===== config.mk =====
export PLATFORM = sky130hd
export DESIGN_NAME = element_convert_pipe_flat
export DESIGN_NICKNAME = d
export VERILOG_FILES = /design/src/rtl/element_convert_pipe_if.sv /design/src/rtl/element_convert_pipe.sv /design/src/flat_wrapper.sv
export SDC_FILE = /design/constraint.sdc
export NUM_CORES = 1
export LEC_CHECK = 0
export ABC_AREA = 1
export BUFFER_PORTS_ARGS = -buffer_cell sky130_fd_sc_hd__buf_2
export CAP_MARGIN = 20
export CORE_MARGIN = 4
export CORE_UTILIZATION = 25
export DETAILED_ROUTE_END_ITERATION = 8
export SLEW_MARGIN = 20
export SYNTH_ARGS = -nofsm -noshare
export SYNTH_HDL_FRONTEND = slang
export SYNTH_SLANG_ARGS = --single-unit

===== constraint.sdc =====
create_clock -name clk -period 3 [get_ports clk]
set_clock_uncertainty 0.1 [all_clocks]
set_input_delay 0.75 -clock clk [delete_from_list [all_inputs] [get_ports clk]]
set_output_delay 0.75 -clock clk [all_outputs]
set_load 0.02 [all_outputs]

===== src/rtl/element_convert_pipe_if.sv =====
// Bus bundle for element_convert_pipe: control handshake, element/float RAM ports and FP core ports.
// master = the pipe itself, slave = the surrounding stage logic, RAMs and FP cores.
interface element_convert_pipe_if #(
    parameter int unsigned ADDR_W = 5
);
    logic              start_process;
    logic [ADDR_W:0]   numElements;
    logic              end_process;
    logic              busy;
    logic [ADDR_W-1:0] element_addr;
    logic [31:0]       element_out;
    logic [ADDR_W-1:0] float_register_addr;
    logic [31:0]       float_register_data;
    logic              float_register_wren;
    logic [31:0]       int_to_fp_data;
    logic [31:0]       int_to_fp_out;
    logic [31:0]       multiplier_data_a;
    logic [31:0]       multiplier_data_b;
    logic [31:0]       multiplier_out;
    logic [31:0]       divider_data_a;
    logic [31:0]       divider_data_b;
    logic [31:0]       divider_out;
    logic              conv_error;
    logic [ADDR_W-1:0] error_addr;

    modport master (
        input  start_process, numElements, element_out, int_to_fp_out, multiplier_out, divider_out,
        output end_process, busy, element_addr, float_register_addr, float_register_data,
               float_register_wren, int_to_fp_data, multiplier_data_a, multiplier_data_b,
               divider_data_a, divider_data_b, conv_error, error_addr
    );

    modport slave (
        output start_process, numElements, element_out, int_to_fp_out, multiplier_out, divider_out,
        input  end_process, busy, element_addr, float_register_addr, float_register_data,
               float_register_wren, int_to_fp_data, multiplier_data_a, multiplier_data_b,
               divider_data_a, divider_data_b, conv_error, error_addr
    );
endinterface


===== src/rtl/element_convert_pipe.sv =====
// Fully pipelined element converter: element word -> int_to_fp -> x10^(k-6) -> optional 1/x -> float RAM.
// One element issued per clock; a tag shift register follows each element through the external cores
// so results retire in issue order exactly L clocks after their read address was presented.
module element_convert_pipe #(
    parameter int unsigned ADDR_W   = 5,
    parameter int unsigned RAM_LAT  = 1,
    parameter int unsigned CVT_LAT  = 6,
    parameter int unsigned MUL_LAT  = 5,
    parameter int unsigned DIV_LAT  = 6,
    parameter logic [3:0]  INV_MASK = 4'b0001
) (
    input logic                    clk,
    input logic                    program_resetn,
    element_convert_pipe_if.master bus
);
    localparam int L     = int'(RAM_LAT + CVT_LAT + MUL_LAT + DIV_LAT);
    localparam int S_RAM = int'(RAM_LAT) - 1;          // tag stage aligned with element_out
    localparam int S_MUL = S_RAM + int'(CVT_LAT);      // tag stage aligned with int_to_fp_out
    localparam int S_DIV = S_MUL + int'(MUL_LAT);      // tag stage aligned with multiplier_out
    localparam int S_WR  = L - 1;                      // tag stage aligned with divider_out / write

    typedef enum logic [1:0] {StIdle, StIssue, StDrain, StDone} state_t;

    typedef struct packed {
        logic              valid;
        logic              last;
        logic [ADDR_W-1:0] addr;
        logic [1:0]        t;
        logic [3:0]        k;
        logic              vz;
    } tag_t;

    state_t            state_q, state_d;
    logic [ADDR_W:0]   cnt_q, cnt_d;
    logic [ADDR_W:0]   n_q, n_d;
    logic              err_q, err_d;
    logic [ADDR_W-1:0] err_addr_q, err_addr_d;
    tag_t              tag_q [L];
    logic [31:0]       byp_q [DIV_LAT];
    tag_t              issue_tag, ram_tag, wr_tag;
    logic              wr_k_err, wr_inv, wr_err;
    logic [31:0]       wr_data;

    // 10^(k-6) as IEEE-754 single; codes above 12 are illegal and yield 0
    function automatic logic [31:0] pow10_rom(input logic [3:0] k);
        case (k)
            4'd0:    return 32'h358637BD;
            4'd1:    return 32'h3727C5AC;
            4'd2:    return 32'h38D1B717;
            4'd3:    return 32'h3A83126F;
            4'd4:    return 32'h3C23D70A;
            4'd5:    return 32'h3DCCCCCD;
            4'd6:    return 32'h3F800000;
            4'd7:    return 32'h41200000;
            4'd8:    return 32'h42C80000;
            4'd9:    return 32'h447A0000;
            4'd10:   return 32'h461C4000;
            4'd11:   return 32'h47C35000;
            4'd12:   return 32'h49742400;
            default: return 32'h00000000;
        endcase
    endfunction

    // Tags entering the pipe on issue, and the same tag enriched with the fields read from RAM
    always_comb begin
        issue_tag       = '0;
        issue_tag.valid = (state_q == StIssue);
        issue_tag.last  = (cnt_q == n_q - 1'b1);
        issue_tag.addr  = cnt_q[ADDR_W-1:0];
        ram_tag         = tag_q[S_RAM];
        ram_tag.t       = bus.element_out[31:30];
        ram_tag.k       = bus.element_out[29:26];
        ram_tag.vz      = (bus.element_out[25:0] == 26'd0);
    end

    // Tag shift register and non-inverted product delay line
    always_ff @(posedge clk or negedge program_resetn) begin
        if (!program_resetn) begin
            for (int j = 0; j < L; j++) tag_q[j] <= '0;
            for (int j = 0; j < int'(DIV_LAT); j++) byp_q[j] <= '0;
        end else begin
            tag_q[0] <= issue_tag;
            for (int j = 1; j < L; j++) tag_q[j] <= (j == S_RAM + 1) ? ram_tag : tag_q[j-1];
            byp_q[0] <= bus.multiplier_out;
            for (int j = 1; j < int'(DIV_LAT); j++) byp_q[j] <= byp_q[j-1];
        end
    end

    // Core operands, gated by the stage valid so idle cycles present zeros
    assign bus.int_to_fp_data    = tag_q[S_RAM].valid ? {6'b0, bus.element_out[25:0]} : 32'h0;
    assign bus.multiplier_data_a = tag_q[S_MUL].valid ? bus.int_to_fp_out : 32'h0;
    assign bus.multiplier_data_b = tag_q[S_MUL].valid ? pow10_rom(tag_q[S_MUL].k) : 32'h0;
    assign bus.divider_data_a    = (tag_q[S_DIV].valid && INV_MASK[tag_q[S_DIV].t]) ?
                                   32'h3F800000 : 32'h0;
    assign bus.divider_data_b    = (tag_q[S_DIV].valid && INV_MASK[tag_q[S_DIV].t]) ?
                                   bus.multiplier_out : 32'h0;

    // Write stage: select divider or bypass, force 0 for an illegal exponent code
    always_comb begin
        wr_tag   = tag_q[S_WR];
        wr_k_err = (wr_tag.k > 4'd12);
        wr_inv   = INV_MASK[wr_tag.t];
        wr_err   = wr_tag.valid & (wr_k_err | (wr_inv & wr_tag.vz));
        wr_data  = 32'h0;
        if (wr_tag.valid && !wr_k_err) wr_data = wr_inv ? bus.divider_out : byp_q[DIV_LAT-1];
    end

    assign bus.float_register_wren = wr_tag.valid;
    assign bus.float_register_addr = wr_tag.valid ? wr_tag.addr : '0;
    assign bus.float_register_data = wr_data;
    assign bus.conv_error          = err_q | wr_err;
    assign bus.error_addr          = err_q ? err_addr_q : (wr_err ? wr_tag.addr : '0);
    assign bus.element_addr        = (state_q == StIssue) ? cnt_q[ADDR_W-1:0] : '0;
    assign bus.busy                = (state_q == StIssue) || (state_q == StDrain);
    assign bus.end_process         = (state_q == StDone);

    // Control FSM next state, issue counter and sticky error capture
    always_comb begin
        state_d    = state_q;
        cnt_d      = cnt_q;
        n_d        = n_q;
        err_d      = err_q;
        err_addr_d = err_addr_q;
        if (wr_err && !err_q) begin
            err_d      = 1'b1;
            err_addr_d = wr_tag.addr;
        end
        case (state_q)
            StIdle: begin
                if (bus.start_process) begin
                    n_d     = bus.numElements;
                    cnt_d   = '0;
                    err_d   = 1'b0;
                    state_d = (bus.numElements == '0) ? StDone : StIssue;
                end
            end
            StIssue: begin
                cnt_d = cnt_q + 1'b1;
                if (cnt_q == n_q - 1'b1) state_d = StDrain;
            end
            StDrain: begin
                if (wr_tag.valid && wr_tag.last) state_d = StDone;
            end
            default: state_d = StIdle;
        endcase
    end

    // Control state registers
    always_ff @(posedge clk or negedge program_resetn) begin
        if (!program_resetn) begin
            state_q    <= StIdle;
            cnt_q      <= '0;
            n_q        <= '0;
            err_q      <= 1'b0;
            err_addr_q <= '0;
        end else begin
            state_q    <= state_d;
            cnt_q      <= cnt_d;
            n_q        <= n_d;
            err_q      <= err_d;
            err_addr_q <= err_addr_d;
        end
    end
endmodule


===== src/flat_wrapper.sv =====
// flat-port wrapper written by rule: the top's interface ports become plain ports
module element_convert_pipe_flat 
#(
    parameter int unsigned ADDR_W   = 5,
    parameter int unsigned RAM_LAT  = 1,
    parameter int unsigned CVT_LAT  = 6,
    parameter int unsigned MUL_LAT  = 5,
    parameter int unsigned DIV_LAT  = 6,
    parameter logic [3:0]  INV_MASK = 4'b0001
)
  (clk, program_resetn, bus_start_process, bus_numElements, bus_element_out, bus_int_to_fp_out, bus_multiplier_out, bus_divider_out, bus_end_process, bus_busy, bus_element_addr, bus_float_register_addr, bus_float_register_data, bus_float_register_wren, bus_int_to_fp_data, bus_multiplier_data_a, bus_multiplier_data_b, bus_divider_data_a, bus_divider_data_b, bus_conv_error, bus_error_addr);
  element_convert_pipe_if #(.ADDR_W(ADDR_W)) bus_i ();
  input logic clk;
  input logic program_resetn;
  input wire logic [$bits(bus_i.start_process)-1:0] bus_start_process;
  input wire logic [$bits(bus_i.numElements)-1:0] bus_numElements;
  input wire logic [$bits(bus_i.element_out)-1:0] bus_element_out;
  input wire logic [$bits(bus_i.int_to_fp_out)-1:0] bus_int_to_fp_out;
  input wire logic [$bits(bus_i.multiplier_out)-1:0] bus_multiplier_out;
  input wire logic [$bits(bus_i.divider_out)-1:0] bus_divider_out;
  output wire logic [$bits(bus_i.end_process)-1:0] bus_end_process;
  output wire logic [$bits(bus_i.busy)-1:0] bus_busy;
  output wire logic [$bits(bus_i.element_addr)-1:0] bus_element_addr;
  output wire logic [$bits(bus_i.float_register_addr)-1:0] bus_float_register_addr;
  output wire logic [$bits(bus_i.float_register_data)-1:0] bus_float_register_data;
  output wire logic [$bits(bus_i.float_register_wren)-1:0] bus_float_register_wren;
  output wire logic [$bits(bus_i.int_to_fp_data)-1:0] bus_int_to_fp_data;
  output wire logic [$bits(bus_i.multiplier_data_a)-1:0] bus_multiplier_data_a;
  output wire logic [$bits(bus_i.multiplier_data_b)-1:0] bus_multiplier_data_b;
  output wire logic [$bits(bus_i.divider_data_a)-1:0] bus_divider_data_a;
  output wire logic [$bits(bus_i.divider_data_b)-1:0] bus_divider_data_b;
  output wire logic [$bits(bus_i.conv_error)-1:0] bus_conv_error;
  output wire logic [$bits(bus_i.error_addr)-1:0] bus_error_addr;
  assign bus_i.start_process = bus_start_process;
  assign bus_i.numElements = bus_numElements;
  assign bus_i.element_out = bus_element_out;
  assign bus_i.int_to_fp_out = bus_int_to_fp_out;
  assign bus_i.multiplier_out = bus_multiplier_out;
  assign bus_i.divider_out = bus_divider_out;
  assign bus_end_process = bus_i.end_process;
  assign bus_busy = bus_i.busy;
  assign bus_element_addr = bus_i.element_addr;
  assign bus_float_register_addr = bus_i.float_register_addr;
  assign bus_float_register_data = bus_i.float_register_data;
  assign bus_float_register_wren = bus_i.float_register_wren;
  assign bus_int_to_fp_data = bus_i.int_to_fp_data;
  assign bus_multiplier_data_a = bus_i.multiplier_data_a;
  assign bus_multiplier_data_b = bus_i.multiplier_data_b;
  assign bus_divider_data_a = bus_i.divider_data_a;
  assign bus_divider_data_b = bus_i.divider_data_b;
  assign bus_conv_error = bus_i.conv_error;
  assign bus_error_addr = bus_i.error_addr;
  element_convert_pipe #(.ADDR_W(ADDR_W), .RAM_LAT(RAM_LAT), .CVT_LAT(CVT_LAT), .MUL_LAT(MUL_LAT), .DIV_LAT(DIV_LAT), .INV_MASK(INV_MASK)) u_core (.clk(clk), .program_resetn(program_resetn), .bus(bus_i));
endmodule

==> qor.yml, run 1 <==
placement:
  hpwl_um: 18500
  dp_worst_setup_slack_ns: 0.484
  numPortBuffers: 315
  placed_area_mm2: 0.0167
  gp_congestion: 0.884
die:
  dieArea_mm2: 0.0611
  initial_core_util_pct: 25.3
  num_rows: 87
  pin_count: 348
  core_region_area_mm2: 0.0565
  dieWidth_um: 247
  fp.dieH_um: 247
flow_run:
  maxCapViolCount: 0
logic_synthesis:
  synth_top_cell_by_area: "dfrtp_1"
  synth.avg_cell_area_um2: 13.4
  synth.area.top_cells: "dfrtp_1 80%, nand2_1 4.7%, inv_1 3.5%, buf_4 2.0%, a21oi_1 1.9%"
  syn_area_mm2: 0.0143
  synth_top_family_by_area: "simple AND/OR/NAND/NOR gates"
  netlist.area_leader.share_pct: 79.9
  synthCells: 1067
  synth_simple_gate_area_share_pct: 8.64
  synth_cell_types: 36
  synth-seq-cells: 457
  muxShareOfSynthArea_pct: 0.0787
  yosys_warnings: 0
  synth_compound_area_share_pct: 3.21
  synth-xor-area-share_pct: 0.350
  yosysSeqAreaShare_pct: 79.9
  synth-adder-area-share_pct: 1.22
worst_setup_path:
  path_class: "reg2out"
  critPathTopFamily: "flip-flops"
  cp_cell_sequence: "ha_1 > nor2_1 > inv_1 > a221oi_1 > buf_2"
  required_ns: 2.15
  r2r_start: "u_core.state_q[1]"
  max_stage_delay_ns: 0.45
  cp_max_fo: 7
  slowest_stage: "dfrtp_2"
  r2r_cells: 9
  crit_path_start: "u_core.tag_q[155]"
  cp-end-kind: "output pin"
  path_buf_inv: 2
  arrival_ns: 2.02
  start_kind: "flip-flop"
  crit_cells: 5
route:
  drcViolationCount: 0
  wl_per_cell_um: 12.3
  antenna_left: 0
  drtIter0Drc: 396
  firstDrtPassIters: 5
  routed_wirelength_um: 27300
  drt-vias-per-instance: 3.82
  vias: 8463
clock_network:
  cts.htree.levels: 2
  clk_latency_ns: 0.57
  cts.clk_slew.worst_paths_ns: 0.06
  cts_buffers: 46
  cts_max_path_buffers: 3
  root_buffer: "clkbuf_16"
  cts_tree: "built"
  clock-sinks: 457
sta:
  tightestPinTransition_ns: 0.581
  setup_tns_ns: 0
  setup_viol_count_final: 0
  fmax_mhz: 348
  hold_viol_final: 0
  fin_crit_sh_pct: 95.8
  fin_ws_ns: 0.125
  slew_violations: 0
  period_needed_ns: 2.87
  maxSlewHeadroom_pct: 61.3
worst_hold_path:
  hp-class: "in2reg"
  hp-start: "bus_element_out[28]"
  hold_depth: 1
finish:
  num-nets-final: 1576
  diodes: 0
  layout_common_cells: "454 x dfrtp_1, 314 x buf_2, 179 x nand2_1, 130 x inv_1, 66 x nor2_1"
  drive_gt1_share_pct: 31.3
  design_area_mm2: 0.0184
  final_common_cell: "dfrtp_1"
  synthToLayoutAreaGrowth_pct: 28.6
global_routing:
  grt_antenna_before_repair: 1
  grt_start_max_net_pins: 113
  grt.total_usage_pct: 8.68
  grt_pass1_wl_um: 42800
  grt_pass1_vias: 8636
  grt_overflow_total: 0
power_and_ir_drop:
  p_per_area_mw_per_mm2: 840
  p_leak_nw: 9.89
  ir_drop_mv: 0.376
outcome:
  status: "finished, final reports clean"
path summary, 6_finish.rpt:
| kind | slack [ns] | to |
|---|---|---|
| worst max-delay path | 0.13 | bus_multiplier_data_b[25] |
| worst min-delay path | 0.19 | u_core.tag_q[227] |
| worst max register to register | 1.09 | u_core.cnt_q[4] |
| worst min register to register | 0.23 | u_core.tag_q[133] |
| max in group asynchronous | 1.31 | u_core.byp_q[56] |
| min in group asynchronous | 0.56 | u_core.n_q[1] |
worst register-to-register path: cells and delay by family (launching register included):
kind	cells	cell delay [ns]
simple gates	5	0.53
flops	1	0.42
fa+ha+maj	1	0.42
compound gates	2	0.29
buf+inv	1	0.10
synth_stat cells, drive strengths merged:
cell	count
o22ai	1
a21oi	53
o21a	1
nor3	10
nor4	8
nor2	73
a221oi	1
conb	1
dfrtp	457
o21ai	21
inv	138
nand3	16
nor3b	1
nand2	187
xor2	3
mux2	1
o211ai	2
o31ai	1
clkinv	3
nand4	2
clkbuf	22
xnor2	1
a211oi	4
buf	44
a21boi	1
a31oi	1
ha	14
through the flow:
step	utilization (%)	std cells	power [mW]	hold WS (ns)
6_report	32.6	2214	15.4	0.190
5_1_grt	32.6	2214	16.3	0.142
4_1_cts	32.4	2205	15.7	0.132
3_5_place_dp	29.6	2121	9.90	0.235
3_3_place_gp	29.6	2121	9.80	0.231
2_1_floorplan	-	1098	8.87	0.231
per-layer routing:
| layer | routed length [um] | part of all wire, % | up-vias | track usage (%) |
|---|---|---|---|---|
| li1 | - | - | 3883 | - |
| met1 | 11200 | 41 | 4059 | 11.0 |
| met2 | 12600 | 46 | 436 | 13.7 |
| met3 | 2660 | 9.7 | 85 | 2.56 |
| met4 | 952 | 3.5 | 0 | 3.95 |
| met5 | 0 | 0 | - | 0 |
registers in the layout (all words and copies together) (netlist names):
signal / flops
u_core.tag_q: 237
u_core.byp_q: 192
u_core.ram_tag: 7
u_core.cnt_q: 6
u_core.n_q: 6
u_core.err_addr_q: 5
u_core.state_q: 2
u_core.bus.float_register_wren: 1
u_core.err_q: 1
power by group:
part | leakage, nW | switching (mW) | internal (mW)
logic | 3.51 | 1.88 | 0.799
clock network | 0.740 | 2.33 | 3.33
registers | 5.64 | 0.254 | 6.85
total | 9.89 | 4.47 | 11.0
kinds of logic (layout without fill, tap and decap cells):
family	after synthesis	count (layout)
buf+inv	207	567
compound gates	86	86
xor+xnor	4	4
fa+ha+maj	14	14
other cells	1	32
simple gates	297	297
mux	1	1
flops	457	457
repair_timing:
item / 4_1_cts / 5_1_grt
setup buffers: 2 / 9
hold buffers: 1 / 0
hold endpoints to repair: 31 / 0
pin swaps: 1 / 1
resized for setup: 9 / 5
setup endpoints to repair: 43 / 17
layout make-up:
| cell class | instances | area (um2) |
|---|---|---|
| Clock buffer | 57 | 1240 |
| Clock inverter | 24 | 297 |
| Fill cell | 5532 | 38100 |
| Inverter | 141 | 538 |
| Multi-Input combinational cell | 434 | 2070 |
| Sequential cell | 457 | 11400 |
| Tap cell | 756 | 946 |
| Timing Repair Buffer | 345 | 1860 |
(Power assumes the default switching activity.)
==> inputs of run 2 (changes only) <==
--- a/config.mk
+++ b/config.mk
@@ -5,12 +5,13 @@
 export SDC_FILE = /design/constraint.sdc
 export NUM_CORES = 1
 export LEC_CHECK = 0
-export ABC_AREA = 1
 export BUFFER_PORTS_ARGS = -buffer_cell sky130_fd_sc_hd__buf_2
 export CAP_MARGIN = 20
 export CORE_MARGIN = 4
 export CORE_UTILIZATION = 25
+export CTS_CLUSTER_DIAMETER = 80
 export DETAILED_ROUTE_END_ITERATION = 8
+export REMOVE_ABC_BUFFERS = 1
 export SLEW_MARGIN = 20
 export SYNTH_ARGS = -nofsm -noshare
 export SYNTH_HDL_FRONTEND = slang
==> qor.yml, run 2 <==
outcome:
  status: "finished, final reports clean"
logic_synthesis:
  yosys_warnings: 0
  syn_area_mm2: 0.0143
  synth-seq-cells: 457
  synth.avg_cell_area_um2: 15.3
  netlist.area_leader.share_pct: 80.0
  synth_top_cell_by_area: "dfrtp_1"
  synth_cell_types: 56
  yosys-top-cells-count: "457 x dfrtp_1, 103 x and2_1, 87 x nand2_1"
  synth.area.top_cells: "dfrtp_1 80%, and2_1 4.5%, nand2_1 2.3%, buf_4 2.0%, a21oi_1 1.7%"
  synth_edf_count: 0
  synth_flop_cell: "dfrtp_1"
  async_reset_ff_share_pct: 100
  synthCells: 933
  synth.most_common_cell: "dfrtp_1"
  yosysSeqAreaShare_pct: 80.0
finish:
  final_common_cell: "dfrtp_1"
  design_area_mm2: 0.0185
  num-nets-final: 1445
  fillers: 5535
  layout_common_cells: "453 x dfrtp_1, 312 x buf_2, 103 x and2_1, 86 x nand2_1, 49 x clkbuf_16"
  stdcell_count: 2088
  diodes: 0
  largest-register: "u_core.tag_q"
  largest_reg_flops: 237
  synthToLayoutAreaGrowth_pct: 29.2
  drive_gt1_share_pct: 34.3
route:
  antenna_left: 0
  drcViolationCount: 0
  firstDrtPassIters: 4
  vias: 7958
  wl_per_cell_um: 13.3
  drt-vias-per-instance: 3.81
  routed_wirelength_um: 27800
  drtIter0Drc: 287
placement:
  dp_worst_setup_slack_ns: 0.465
  placed_area_mm2: 0.0168
  hpwl_um: 18600
  gp_congestion: 0.908
  numPortBuffers: 315
  dp_cells: 1986
power_and_ir_drop:
  ir_drop_mv: 0.373
  power_mw: 13.0
  p_leak_nw: 8.79
  p_per_area_mw_per_mm2: 704
die:
  initial_core_util_pct: 25.3
  core_region_area_mm2: 0.0565
  fp.dieH_um: 247
  pin_count: 348
  num_rows: 87
  dieWidth_um: 247
  dieArea_mm2: 0.0611
clock_network:
  cts.htree.levels: 2
  clock-sinks: 457
  root_buffer: "clkbuf_16"
  cts_max_path_buffers: 3
  cts_tree: "built"
  cts.clk_slew.worst_paths_ns: 0.06
  cts_buffers: 49
  clk_latency_ns: 0.57
sta:
  rsz0062_at_grt: "true"
  period_needed_ns: 2.90
  setup_viol_count_final: 0
  fin_ws_ns: 0.0998
  slew_violations: 0
  hold_viol_final: 0
  hold_ws_ns: 0.175
  maxSlewHeadroom_pct: 56.9
  fin_crit_sh_pct: 96.7
  tightestPinTransition_ns: 0.637
  fmax_mhz: 345
worst_hold_path:
  hp-class: "in2reg"
global_routing:
  grt.total_usage_pct: 8.99
  grt_pass1_wl_um: 43800
  grt_antenna_before_repair: 0
  grt_overflow_total: 0
  grt_start_max_net_pins: 83
  grt_pass1_vias: 8447
worst_setup_path:
  cp_max_fo: 7
  start_kind: "flip-flop"
  required_ns: 2.15
  r2r_slack_ns: 0.81
  cp-end-kind: "output pin"
  path_class: "reg2out"
  arrival_ns: 2.05
flow_run:
  maxCapViolCount: 0
run 2: changes by cell type after synthesis, moves of 11 or more:
cell and change:
nor2_1 -46, nand2_1 -93, o21ai_0 -11, inv_1 -122, nor2b_1 +11, and2_1 +103
run 2: layout make-up:
type | count | area, um2 | area share (%)
well taps | 756 | 946 | 5.12
clock inverters | 19 | 224 | 1.21
inverters | 10 | 41.3 | 0.223
repair buffers | 350 | 1910 | 10.4
multi-input cells | 426 | 2560 | 13.9
flip-flops and latches | 457 | 11400 | 61.9
clock buffers | 70 | 1350 | 7.28
run 2: metrics by stage:
stage / TNS (ns) / utilization [%]
after floorplan: -108.18 / -
after global placement: 0 / 29.7
after detailed placement: 0 / 29.7
after CTS: -0.00431 / 32.6
after global routing: -0.0540 / 32.7
final: 0 / 32.7
run 2: cells by family (layout without fill, tap and decap cells):
group	count (synthesis)	count (layout)	synth area share, %
DFF	457	457	80.0
and+or+nand+nor	265	265	9.81
AOI/OAI and AO/OA	89	89	3.86
buffers and inverters	81	449	3.15
muxes	18	18	1.36
adders and majority gates	14	14	1.22
xor gates and xnor gates	8	8	0.621
other	1	32	0.0262
run 2: layer usage:
| layer | wire length (um) | global-route usage [%] | part of all wire [%] | vias up |
|---|---|---|---|---|
| li1 | - | - | - | 3674 |
| met1 | 11200 | 10.8 | 40 | 3920 |
| met2 | 13500 | 15.1 | 49 | 304 |
| met3 | 2110 | 2.77 | 7.6 | 60 |
| met4 | 960 | 3.68 | 3.5 | 0 |
| met5 | 0 | 0 | 0 | - |
run 2: worst max-delay path, cell delays in order, from the launching register on:
cell	delay (ns)
dfrtp_1	0.38
inv_2	0.14
buf_4	0.15
ha_1	0.21
nor2_1	0.07
a21oi_1	0.10
o21ai_0	0.08
and2_1	0.19
buf_4	0.16
run 2: where the power goes:
group | total [mW] | switching, mW | internal [mW]
logic | 0.852 | 0.563 | 0.289
registers | 6.44 | 0.0628 | 6.38
clock network | 5.72 | 2.38 | 3.34
run 2: worst paths after layout:
check                                         start                   endpoint  cells past startpoint
worst min register to register     u_core.byp_q[86]           u_core.byp_q[54]                      0
worst max register to register    u_core.state_q[1]          u_core.state_q[1]                      7
worst max-delay path              u_core.tag_q[156]  bus_multiplier_data_b[16]                      8
worst min-delay path            bus_element_out[30]          u_core.tag_q[229]                      1
max in group asynchronous            program_resetn          u_core.tag_q[155]                      3
min in group asynchronous            program_resetn            u_core.byp_q[1]                      2
run 2: repair_timing:
item	CTS	global route
hold buffers	1	0
hold endpoints to repair	9	0
endpoints found under the setup margin	20	16
gates cloned	0	0
buffers inserted	5	7
resized for setup	9	11
pin swaps	1	1
